<file path="config.mk">
export PLATFORM = sky130hd
export DESIGN_NAME = huffman_byte_packer
export DESIGN_NICKNAME = d
export VERILOG_FILES = /design/src/rtl/huffman_pkg.sv /design/src/rtl/jpeg_byte_stuffer.sv /design/src/rtl/huffman_byte_packer.sv
export SDC_FILE = /design/constraint.sdc
export NUM_CORES = 1
export LEC_CHECK = 0
export ABC_AREA = 1
export BUFFER_PORTS_ARGS = -buffer_cell sky130_fd_sc_hd__buf_4
export CAP_MARGIN = 20
export CORE_MARGIN = 1
export CORE_UTILIZATION = 55
export DETAILED_ROUTE_END_ITERATION = 8
export HOLD_SLACK_MARGIN = 0.12
export PLACE_DENSITY_LB_ADDON = 0.12
export SLEW_MARGIN = 20
export SYNTH_ARGS = -nofsm -noshare
export SYNTH_HDL_FRONTEND = slang
export SYNTH_SLANG_ARGS = --single-unit
export TNS_END_PERCENT = 30
</file>
<file path="constraint.sdc">
create_clock -name clk -period 14.9 [get_ports clk]
set_clock_uncertainty 0.05 [all_clocks]
set_input_delay 2.235 -clock clk [delete_from_list [all_inputs] [get_ports clk]]
set_output_delay 2.235 -clock clk [all_outputs]
set_load 0.01 [all_outputs]
</file>
<file path="src/rtl/huffman_pkg.sv">
// Shared types and constants for the Huffman code bus and the JPEG scan byte stream.
package huffman_pkg;

  localparam int CODE_W = 36;
  localparam int SIZE_W = $clog2(CODE_W + 1);
  localparam int BYTE_W = 8;
  localparam int ACC_W  = 64;

  localparam logic [SIZE_W-1:0] CODE_W_S = SIZE_W'(CODE_W);

  // State encodings kept as plain constants so older tools can match on them.
  localparam logic [1:0] ST_RUN   = 2'd0;
  localparam logic [1:0] ST_FLUSH = 2'd1;
  localparam logic [1:0] ST_DONE  = 2'd2;

  typedef enum logic [1:0] {
    RUN   = ST_RUN,
    FLUSH = ST_FLUSH,
    DONE  = ST_DONE
  } packerState_e;

  typedef struct packed {
    logic [CODE_W-1:0] code;
    logic [SIZE_W-1:0] size;
  } HuffmanData_t;

  typedef struct packed {
    HuffmanData_t data;
    logic         valid;
    logic         done;
  } HuffmanBus_t;

  typedef struct packed {
    logic [BYTE_W-1:0] data;
    logic              valid;
    logic              done;
  } ByteBus_t;

  // Mask keeping only the low 'size' bits of a right-aligned code.
  function automatic logic [CODE_W-1:0] code_mask(input logic [SIZE_W-1:0] size);
    return {CODE_W{1'b1}} >> (CODE_W_S - size);
  endfunction

endpackage

</file>
<file path="src/rtl/jpeg_byte_stuffer.sv">
// Ready/valid byte stage that inserts a 0x00 after every 0xFF data byte.
module jpeg_byte_stuffer
  import huffman_pkg::*;
(
  input  logic              clk,
  input  logic              rst_n,
  input  logic              en,
  input  logic [BYTE_W-1:0] in_data,
  input  logic              in_valid,
  output logic              in_ready,
  output logic [BYTE_W-1:0] out_data,
  output logic              out_valid,
  input  logic              out_ready,
  output logic              stuff_pend_next
);

  logic stuff_pend_q;
  logic stuff_pend_d;

  // While a stuff byte is owed, the raw byte source is held off.
  assign out_valid       = en && (stuff_pend_q || in_valid);
  assign out_data        = stuff_pend_q ? '0 : in_data;
  assign in_ready        = en && !stuff_pend_q && out_ready;
  assign stuff_pend_next = stuff_pend_d;

  // Arm stuffing after a transferred 0xFF, clear it once the 0x00 is transferred.
  always_comb begin
    stuff_pend_d = stuff_pend_q;
    if (out_valid && out_ready) begin
      stuff_pend_d = stuff_pend_q ? 1'b0 : (in_data == 8'hFF);
    end
  end

  // Stuffing flag register.
  always_ff @(posedge clk or negedge rst_n) begin
    if (!rst_n) begin
      stuff_pend_q <= 1'b0;
    end else begin
      stuff_pend_q <= stuff_pend_d;
    end
  end

endmodule

</file>
<file path="src/rtl/huffman_byte_packer.sv">
// Packs variable-length Huffman codes MSB-first into a stuffed JPEG scan byte stream.
module huffman_byte_packer
  import huffman_pkg::*;
#(
  parameter int ACC_W = 64
) (
  input  logic        clk,
  input  logic        rst_n,
  input  HuffmanBus_t in_bus,
  output logic        in_ready,
  output logic [7:0]  out_data,
  output logic        out_valid,
  input  logic        out_ready,
  output logic        out_done
);

  localparam int CNT_W = $clog2(ACC_W) + 1;
  localparam logic [CNT_W-1:0] READY_MAX = CNT_W'(ACC_W - CODE_W);
  localparam logic [CNT_W-1:0] ACC_BITS  = CNT_W'(ACC_W);
  localparam logic [CNT_W-1:0] BYTE_CNT  = CNT_W'(BYTE_W);

  // Left-aligned bit accumulator: valid bits are acc_q[ACC_W-1 -: cnt_q].
  logic [ACC_W-1:0] acc_q, acc_d;
  logic [CNT_W-1:0] cnt_q, cnt_d;
  packerState_e     state_q, state_d;

  logic              code_take, done_take, pop;
  logic              raw_valid, raw_ready, stream_en, stuff_pend_next;
  logic [SIZE_W-1:0] size_sel;
  logic [ACC_W-1:0]  acc_base, code_ext, pad_ext;
  logic [CNT_W-1:0]  cnt_base, cnt_app, size_eff, pad_n, code_sh, pad_sh;
  logic [2:0]        pad3;
  logic [7:0]        pad_byte;

  assign in_ready  = (state_q == RUN) && (cnt_q <= READY_MAX);
  assign code_take = in_bus.valid && in_ready;
  assign done_take = in_bus.done && in_ready;
  assign stream_en = (state_q != DONE);
  assign raw_valid = stream_en && (cnt_q >= BYTE_CNT);
  assign pop       = raw_valid && raw_ready;
  assign out_done  = (state_q == DONE);

  // Next accumulator: drop a transferred byte, append the code, pad on done, sequence states.
  always_comb begin
    acc_base = pop ? (acc_q << BYTE_W) : acc_q;
    cnt_base = pop ? (cnt_q - BYTE_CNT) : cnt_q;

    // Oversized codes are illegal on the bus; they are dropped rather than corrupting acc.
    size_sel = (code_take && (in_bus.data.size <= CODE_W_S)) ? in_bus.data.size : '0;
    size_eff = CNT_W'(size_sel);
    code_sh  = ACC_BITS - cnt_base - size_eff;
    code_ext = ACC_W'(in_bus.data.code & code_mask(size_sel)) << code_sh;
    cnt_app  = cnt_base + size_eff;

    // Ones fill up to the next byte boundary when the scan closes.
    pad3     = done_take ? (3'd0 - cnt_app[2:0]) : 3'd0;
    pad_n    = CNT_W'(pad3);
    pad_byte = ~(8'hFF << pad3);
    pad_sh   = ACC_BITS - cnt_app - pad_n;
    pad_ext  = ACC_W'(pad_byte) << pad_sh;

    acc_d   = acc_base | code_ext | pad_ext;
    cnt_d   = cnt_app + pad_n;
    state_d = state_q;

    case (state_q)
      RUN: begin
        if (done_take) begin
          state_d = FLUSH;
        end
      end
      FLUSH: begin
        // Leave as soon as the final byte (and any stuff byte) is known to be gone.
        if ((cnt_d == '0) && !stuff_pend_next) begin
          state_d = DONE;
        end
      end
      DONE: begin
        acc_d   = '0;
        cnt_d   = '0;
        state_d = RUN;
      end
      default: begin
        acc_d   = '0;
        cnt_d   = '0;
        state_d = RUN;
      end
    endcase
  end

  // Accumulator, bit count and scan state registers.
  always_ff @(posedge clk or negedge rst_n) begin
    if (!rst_n) begin
      acc_q   <= '0;
      cnt_q   <= '0;
      state_q <= RUN;
    end else begin
      acc_q   <= acc_d;
      cnt_q   <= cnt_d;
      state_q <= state_d;
    end
  end

  jpeg_byte_stuffer u_stuffer (
    .clk             (clk),
    .rst_n           (rst_n),
    .en              (stream_en),
    .in_data         (acc_q[ACC_W-1 -: BYTE_W]),
    .in_valid        (raw_valid),
    .in_ready        (raw_ready),
    .out_data        (out_data),
    .out_valid       (out_valid),
    .out_ready       (out_ready),
    .stuff_pend_next (stuff_pend_next)
  );

endmodule

</file>
==> out/results.ini <==
[status]
status=finished, final reports clean

[drt]
drtIter0Drc=1463
vias=10822
ant_nets=0
wl_per_cell_um=16.15
drc=0
drtPass1Iterations=5
routed_via_density=5.747
totalWireLength_mm=30.40

[floorplanning]
fp.dieW_um=131.3
die_area_sq_mm=0.01723
core_sq_mm=0.01612
die_y_um=131.3
core.rowCount=46
initial_core_util=0.5703
io_pins=58

[synthesis]
synth-edff-count=0
ys.flop_type=dfrtp_1
yosys.area.top_type=nand2_1
synth_nets=1749
yosys_warnings=0
synth.top_cell.area_share=0.2769
synth_area_leaders=nand2_1 28%, dfrtp_1 20%, nand3_1 10%
ys_types=48
ys_seq_area_frac=0.2015
yosys_register_bits=74
synth_cells=1666
syn-cell-area_sq_mm=0.009190
async_reset_ff_frac=1.000
avgSynthCellArea_sq_um=5.516

[worst_setup_path]
end_kind=flip-flop
cp.required_ns=15.12
cpPeakStageDelay_ns=0.75
cp.arrival_ns=8.02
cp_common_cell=inv_1
cp_slowest_cell=inv_1
cp-start-kind=input pin
critical_path_class=input pin to flip-flop
critPathMaxFanout=47

[placed_design]
port_buffers=57
hpwl_mm=22.73
gp_congestion=1.004

[finish]
num-nets-final=1745
utilization=0.6156
seqCellArea_sq_mm=0.001853
layout_commonest_cell=nand2_1
layout_common_cells=678 x nand2_1, 189 x nand3_1, 143 x nor2_1
diodes=0
drive_gt1_frac=0.08518
area_delta_synth_final_pct=7.951
multiInputGateArea_sq_mm=0.006385
fill_cells=1665

[grt]
grt_pass1_wl_mm=49.91
antenna_found_initial=0
grt-ovfl-total=0
grt_pass1_vias=9651
grt_max_degree=75
track_usage=0.3608

[clocking]
htreeDepth=3
clock_sinks=74
cts_resized=0
clk_pin_slew_ns=0.06
cts_tree=yes
clock_latency_ns=0.35
holdBufCountCts=0
cts_buffers=9
cts_buffer_depth=2
post_cts_buffers=0
clockRootBuffer=clkbuf_16

[timing]
tns_ns=0
relSlewSlack=0.3588
final-hold-violation-count=0
maxSlewViolCount=0
timing.final.crit_period_ns=7.808
fmaxAchievable_mhz=128.1
rsz0062_at_grt=false
worst_hold_slack_ns=0.5104
setup_violations=0
fin_crit_sh=0.5240
worstMarginPinSlew_ns=0.9618

[run]
max_cap_viol_count=0

[min_path]
holdCritPathClass=flip-flop to flip-flop

final timing paths:
kind                         endpoint        from  depth (start not counted)  slack [ns]
setup / recovery             acc_q[6]   in_bus[2]                         29        7.09
hold / removal             state_q[1]  state_q[0]                          2        0.51
setup reg to reg             acc_q[6]  state_q[1]                         31        8.21
hold reg to reg            state_q[1]  state_q[0]                          2        0.51
max in group asynchronous    acc_q[2]       rst_n                          1       12.19
min in group asynchronous    cnt_q[4]       rst_n                          1        1.95
sequential cells by signal, summed over array words and instances, names as in the netlist:
signal                  flops
acc_q                      64
cnt_q                       7
state_q                     2
u_stuffer.stuff_pend_q      1
Yosys cell counts (all sizes together) (4+ instances only):
library cell  instances
nand2               688
nand3               197
nor2                153
inv                 147
a21oi               100
o21ai                89
dfrtp                74
buf                  46
clkbuf               44
ha                   32
nand4                18
nor3                 15
xor2                 13
o22ai                10
xnor2                 7
a31oi                 6
o21a                  6
fa                    4
cells by family (layout without fill, tap and decap cells):
| logic type | Yosys count | after routing | synth area share |
|---|---|---|---|
| compound gates | 223 | 223 | 0.1325 |
| xor+xnor | 20 | 20 | 0.02070 |
| fa+ha+maj | 36 | 36 | 0.05228 |
| buf+inv | 240 | 241 | 0.1046 |
| flops | 74 | 74 | 0.2015 |
| simple gates | 1073 | 1073 | 0.4885 |
worst max-delay path: cells and delay by family:
family | cells | cell delay [ns]
buffers and inverters | 9 | 1.92
and+or+nand+nor | 8 | 1.40
AOI/OAI and AO/OA | 8 | 1.34
adders and majority gates | 3 | 0.92
xor gates and xnor gates | 1 | 0.18
final cells by class:
class                      count  share of cell area
multi-input combinational   1352              0.6436
clock buffer                   9             0.02270
timing repair buffer          75             0.05675
sequential                    74              0.1868
inverter                     150             0.05675
tap                          216             0.02724
clock inverter                 7            0.006180
layer usage:
layer	vias up	share of wire	GRT usage
met1	4861	0.43	0.4965
li1	5315	-	-
met2	570	0.44	0.5686
met3	76	0.096	0.05671
met5	-	0	0
met4	0	0.034	0.1331
stage by stage:
step           area [sq um]  std cells  worst slack (ns)
4_1_cts                9921       1883             7.152
5_1_grt                9921       1883             6.482
3_5_place_dp           9634       1867             6.790
3_3_place_gp           9634       1867             7.076
6_report               9921       1883             7.092
2_1_floorplan          9190       1666             8.209
Power is left out: the tool's default activity adds up to more than one toggle a clock period on the data nets, which glitch-free logic cannot reach.
